[config.mk]
export PLATFORM = sky130hd
export DESIGN_NAME = chan_router
export DESIGN_NICKNAME = d
export VERILOG_FILES = /design/src/rtl/chan_router_pkg.sv /design/src/rtl/chan_router_rr_arbiter.sv /design/src/rtl/chan_router.sv
export SDC_FILE = /design/constraint.sdc
export NUM_CORES = 1
export LEC_CHECK = 0
export CORE_AREA = 5 5 74 76
export CTS_BUF_LIST = sky130_fd_sc_hd__clkbuf_8
export DETAILED_ROUTE_END_ITERATION = 10
export DIE_AREA = 0 0 79 81
export HOLD_SLACK_MARGIN = 0.15
export SYNTH_ARGS = -nofsm -noshare
export SYNTH_HDL_FRONTEND = slang
export SYNTH_SLANG_ARGS = --single-unit
[constraint.sdc]
create_clock -name clk -period 4 [get_ports clk]
set_clock_uncertainty 0.1 [all_clocks]
set_input_delay 0.4 -clock clk [delete_from_list [all_inputs] [get_ports clk]]
set_output_delay 0.4 -clock clk [all_outputs]
set_load 0.02 [all_outputs]
[src/rtl/chan_router_pkg.sv]
// chan_router_pkg: shared types and constants for the chan_router block.
// Contents: sel_w() lane-index width derivation, state_e FSM encoding,
// STATS_W per-destination transfer counter width.
package chan_router_pkg;

    typedef enum logic {
        IDLE = 1'b0,
        FULL = 1'b1
    } state_e;

    localparam int STATS_W = 8;

    // Index width for n lanes; never below one bit so a 2-lane router still has a select.
    function automatic int sel_w(input int n);
        return (n <= 2) ? 1 : $clog2(n);
    endfunction

endpackage

[src/rtl/chan_router_rr_arbiter.sv]
// rr_arbiter: combinational round-robin pick of the first request at or after ptr_i.
// Ports:
//   req_i   [CHANNELS]  request vector
//   ptr_i   [SELW]      lane with highest priority this cycle
//   grant_o [CHANNELS]  one-hot grant (zero when no request)
//   idx_o   [SELW]      index of the granted lane
//   any_o               at least one request present
module rr_arbiter
    import chan_router_pkg::*;
#(
    parameter int CHANNELS = 4,
    localparam int SELW = sel_w(CHANNELS)
) (
    input  logic [CHANNELS-1:0] req_i,
    input  logic [SELW-1:0]     ptr_i,
    output logic [CHANNELS-1:0] grant_o,
    output logic [SELW-1:0]     idx_o,
    output logic                any_o
);

    logic [SELW-1:0] j;

    // CHANNELS is a power of two, so the SELW-bit add wraps modulo CHANNELS for free.
    always_comb begin
        grant_o = '0;
        idx_o   = '0;
        any_o   = 1'b0;
        j       = '0;
        for (int k = 0; k < CHANNELS; k++) begin
            j = ptr_i + SELW'(k);
            if (!any_o && req_i[j]) begin
                grant_o[j] = 1'b1;
                idx_o      = j;
                any_o      = 1'b1;
            end
        end
    end

endmodule

[src/rtl/chan_router.sv]
// chan_router: round-robin N:N lane router with a one-entry holding register.
// Ports:
//   clk, rst (async, active high), enable (low blocks grants and blanks outputs)
//   in_data/in_dest/in_valid -> in_ready : source lanes, lane i at [i*W +: W]
//   out_data/out_valid <- out_ready      : destination lanes, only lane dest_q is driven
//   stats_clr, xfer_count                : only with CHAN_ROUTER_STATS_EN defined,
//                                          8-bit wrapping drain counter per destination
module chan_router
    import chan_router_pkg::*;
#(
    parameter int WIDTH = 4,
    parameter int CHANNELS = 4,
    localparam int SELW = sel_w(CHANNELS)
) (
    input  logic                     clk,
    input  logic                     rst,
    input  logic                     enable,
    input  logic [CHANNELS*WIDTH-1:0] in_data,
    input  logic [CHANNELS*SELW-1:0] in_dest,
    input  logic [CHANNELS-1:0]      in_valid,
    output logic [CHANNELS-1:0]      in_ready,
`ifdef CHAN_ROUTER_STATS_EN
    input  logic                     stats_clr,
    output logic [CHANNELS*STATS_W-1:0] xfer_count,
`endif
    output logic [CHANNELS*WIDTH-1:0] out_data,
    output logic [CHANNELS-1:0]      out_valid,
    input  logic [CHANNELS-1:0]      out_ready
);

    state_e            state_q, state_d;
    logic [WIDTH-1:0]  data_q, data_d;
    logic [SELW-1:0]   dest_q, dest_d;
    logic [SELW-1:0]   ptr_q, ptr_d;
    logic [CHANNELS-1:0] grant;
    logic [SELW-1:0]   win;
    logic              any;
    logic              drain, capture;

    rr_arbiter #(.CHANNELS(CHANNELS)) u_arb (
        .req_i   (in_valid),
        .ptr_i   (ptr_q),
        .grant_o (grant),
        .idx_o   (win),
        .any_o   (any)
    );

    // A drain frees the register in the same cycle, so a new word can follow back-to-back.
    assign drain   = (state_q == FULL) && enable && out_ready[dest_q];
    assign capture = enable && any && ((state_q == IDLE) || drain);
    assign in_ready = capture ? grant : '0;

    always_ff @(posedge clk or posedge rst) begin
        if (rst) state_q <= IDLE;
        else     state_q <= state_d;
    end

    always_comb begin
        state_d = capture ? FULL : (drain ? IDLE : state_q);
    end

    always_comb begin
        out_valid = '0;
        out_data  = '0;
        for (int i = 0; i < CHANNELS; i++) begin
            if ((state_q == FULL) && enable && (dest_q == SELW'(i))) begin
                out_valid[i]                 = 1'b1;
                out_data[i*WIDTH +: WIDTH]   = data_q;
            end
        end
    end

    always_comb begin
        data_d = data_q;
        dest_d = dest_q;
        ptr_d  = ptr_q;
        for (int i = 0; i < CHANNELS; i++) begin
            if (capture && (win == SELW'(i))) begin
                data_d = in_data[i*WIDTH +: WIDTH];
                dest_d = in_dest[i*SELW +: SELW];
            end
        end
        if (capture) ptr_d = win + SELW'(1);
    end

    always_ff @(posedge clk or posedge rst) begin
        if (rst) begin
            data_q <= '0;
            dest_q <= '0;
            ptr_q  <= '0;
        end else begin
            data_q <= data_d;
            dest_q <= dest_d;
            ptr_q  <= ptr_d;
        end
    end

`ifdef CHAN_ROUTER_STATS_EN
    logic [CHANNELS-1:0][STATS_W-1:0] cnt_q;

    // Clear has priority over a coincident drain.
    always_ff @(posedge clk or posedge rst) begin
        if (rst)            cnt_q <= '0;
        else if (stats_clr) cnt_q <= '0;
        else if (drain)     cnt_q[dest_q] <= cnt_q[dest_q] + STATS_W'(1);
    end

    assign xfer_count = cnt_q;
`endif

endmodule

==> results.json <==
{
  "outcome": "complete, no violations",
  "ys_ff_latch": 9,
  "antenna_found_initial": 0,
  "dr_total_vias": 1235,
  "globalplace.congestion": 0.726,
  "max-slew-margin-rel_pct": 64.6,
  "nNetsFinal": 251,
  "cts_tree": "yes",
  "port_buffers": 58,
  "fp.dieH_um": 81,
  "grt_pass1_vias": 1242,
  "required_ps": 3500,
  "dp_hpwl_um": 2820,
  "total_power_mw": 1.22,
  "clock_sinks": 9,
  "syn_area_um2": 1240,
  "cts_resized": 0,
  "fin_util_pct": 40.8,
  "numCtsBuffers": 3,
  "dp_cells": 254,
  "ctsHtreeMaxLevel": 1,
  "globalRouteOverflowTotal": 0,
  "drive_gt1_share_pct": 6.86,
  "die_area_um2": 6400,
  "initial_core_util_pct": 26.5,
  "rows": 25,
  "grt_max_degree": 18,
  "worst_pin_slew_ps": 530,
  "drt-total-wl_um": 3410,
  "drtIter0Drc": 59,
  "yosysWarnings": 0,
  "setup_tns_ps": 0,
  "postCtsSetupRepairBufs": 0,
  "post-synth-top-count-cell": "nand2_1",
  "synthTopCellsByCount": "18 x nand2_1, 17 x and2_1, 16 x mux2i_1",
  "yosysUniqueCellTypes": 35,
  "io_pins": 59,
  "n_antenna_cell": 0,
  "slew_viol_final": 0,
  "synth_cells": 150,
  "fin_cells": 258,
  "path_clk_slew_ps": 40,
  "die_w_um": 79,
  "clkLatencyLatePin_ps": 230,
  "synth_nets": 196,
  "drt-pass1-iter-count": 4,
  "setup_viol": 0,
  "crit_path_max_fanout": 10,
  "synth_edf_count": 0,
  "max_freq_ghz": 0.291,
  "critical_path_class": "reg -> out",
  "rsz0062_at_grt": "no",
  "yosysSeqAreaShare_pct": 18.2,
  "finalCritPeriodShare_pct": 85.9,
  "ys.flop_type": "dfrtp_1",
  "min_period_ps": 3430,
  "powerDensity_nw_per_um2": 640,
  "grt_pass1_wl_um": 5650,
  "critPathLaunchType": "flop",
  "critPathCaptureType": "output port",
  "cts_max_path_buffers": 2,
  "ant_nets": 0,
  "hold_viol": 0,
  "clock-root-buffer": "clkbuf_8",
  "ir_worst_vdd_mv": 0.222,
  "avgRoutedWirePerCell_um": 13.2,
  "synth_area_leaders": "dfrtp_1 18%, mux2i_1 13%, ha_1 11%",
  "grt_use_total_pct": 10.8,
  "crit_arrival_ps": 2930,
  "syn_to_final_growth_pct": 53.9,
  "maxCapViolCount": 0,
  "drc": 0,
  "avgSynthCellArea_um2": 8.24,
  "yosysTopAreaCell": "dfrtp_1",
  "synth.top_cell.area_share_pct": 18.2,
  "hold_buffers": 0,
  "viasPerCell": 4.79,
  "hold_class": "in -> async",
  "p_leak_nw": 0.765,
  "core_area_um2": 4660,
  "synthArstFlopShare_pct": 100
}
## where the power goes
group | leakage [nW] | switching, mW | internal [mW]
Clock | 0.0269 | 0.0340 | 0.0667
Combinational | 0.630 | 0.502 | 0.443
Sequential | 0.108 | 0.0386 | 0.134
## path summary, 6_finish.rpt
kind | from | to | slack [ps] | cells past startpoint
min in group clk | state_q$_DFFE_PP0P_ | state_q$_DFFE_PP0P_ | 420 | 1
worst min-delay path | rst | state_q$_DFFE_PP0P_ | 340 | 2
worst max-delay path | ptr_q[1]$_DFFE_PP0P_ | in_ready[1] | 570 | 8
worst min register to register | state_q$_DFFE_PP0P_ | state_q$_DFFE_PP0P_ | 420 | 1
max in group asynchronous | rst | data_q[1]$_DFFE_PP0P_ | 3200 | 2
worst max register to register | ptr_q[1]$_DFFE_PP0P_ | data_q[3]$_DFFE_PP0P_ | 920 | 11
## layout by cell type (no fill, tap or decap), drive strengths merged, types with 4 or more instances in the layout
| cell | instances |
|---|---|
| mux2i | 16 |
| buf | 4 |
| dfrtp | 9 |
| and2 | 17 |
| a211oi | 6 |
| a31o | 5 |
| nand2 | 18 |
| nor2 | 7 |
| inv | 5 |
| o21ai | 14 |
| a22oi | 4 |
| clkdlybuf4s50 | 58 |
| ha | 11 |
## cells by family after synthesis
kind of cell	Yosys count	share of synthesized area (%)
AO/OA/AOI/OAI	40	22.8
adder cells (fa/ha/maj)	11	11.1
buffers and inverters	16	5.77
flip-flops	9	18.2
multiplexers	20	19.3
AND/OR/NAND/NOR	54	22.8
## sequential cells by signal, indices dropped and copies added (netlist names)
signal and flops:
ptr_q 2, data_q 4, dest_q 2, state_q 1
## metrics by stage
stage	worst slack, ps	area, um2	hold WS [ps]
3_3_place_gp	680	1860	412
6_report	566	1900	341
2_1_floorplan	710	1240	128
4_1_cts	562	1900	355
3_5_place_dp	618	1860	417
5_1_grt	427	1900	385
## metal layers
metal / part of all wire [%] / track usage (%) / vias up
li1: - / - / 651
met1: 46 / 14.3 / 539
met2: 46 / 17.8 / 43
met3: 6.9 / 1.66 / 2
met4: 0.91 / 3.78 / 0
met5: 0 / 0 / -
## final cells by class
| class | count | area, um2 |
|---|---|---|
| fill | 484 | 2760 |
| multi-input combinational | 125 | 940 |
| timing repair buffer | 62 | 611 |
| sequential | 9 | 225 |
| tap | 54 | 67.6 |
| clock buffer | 3 | 41.3 |
| inverter | 4 | 15.0 |
| clock inverter | 1 | 3.75 |
## worst max-delay path: stages, from the launching register on
cell and delay [ps]:
dfrtp_1 370, inv_1 140, ha_1 380, or3b_1 420
a211o_1 290, a21oi_1 120, a41o_1 220, a31o_1 170
clkdlybuf4s50_1 600
No activity file was read; power rests on OpenSTA's default activity.
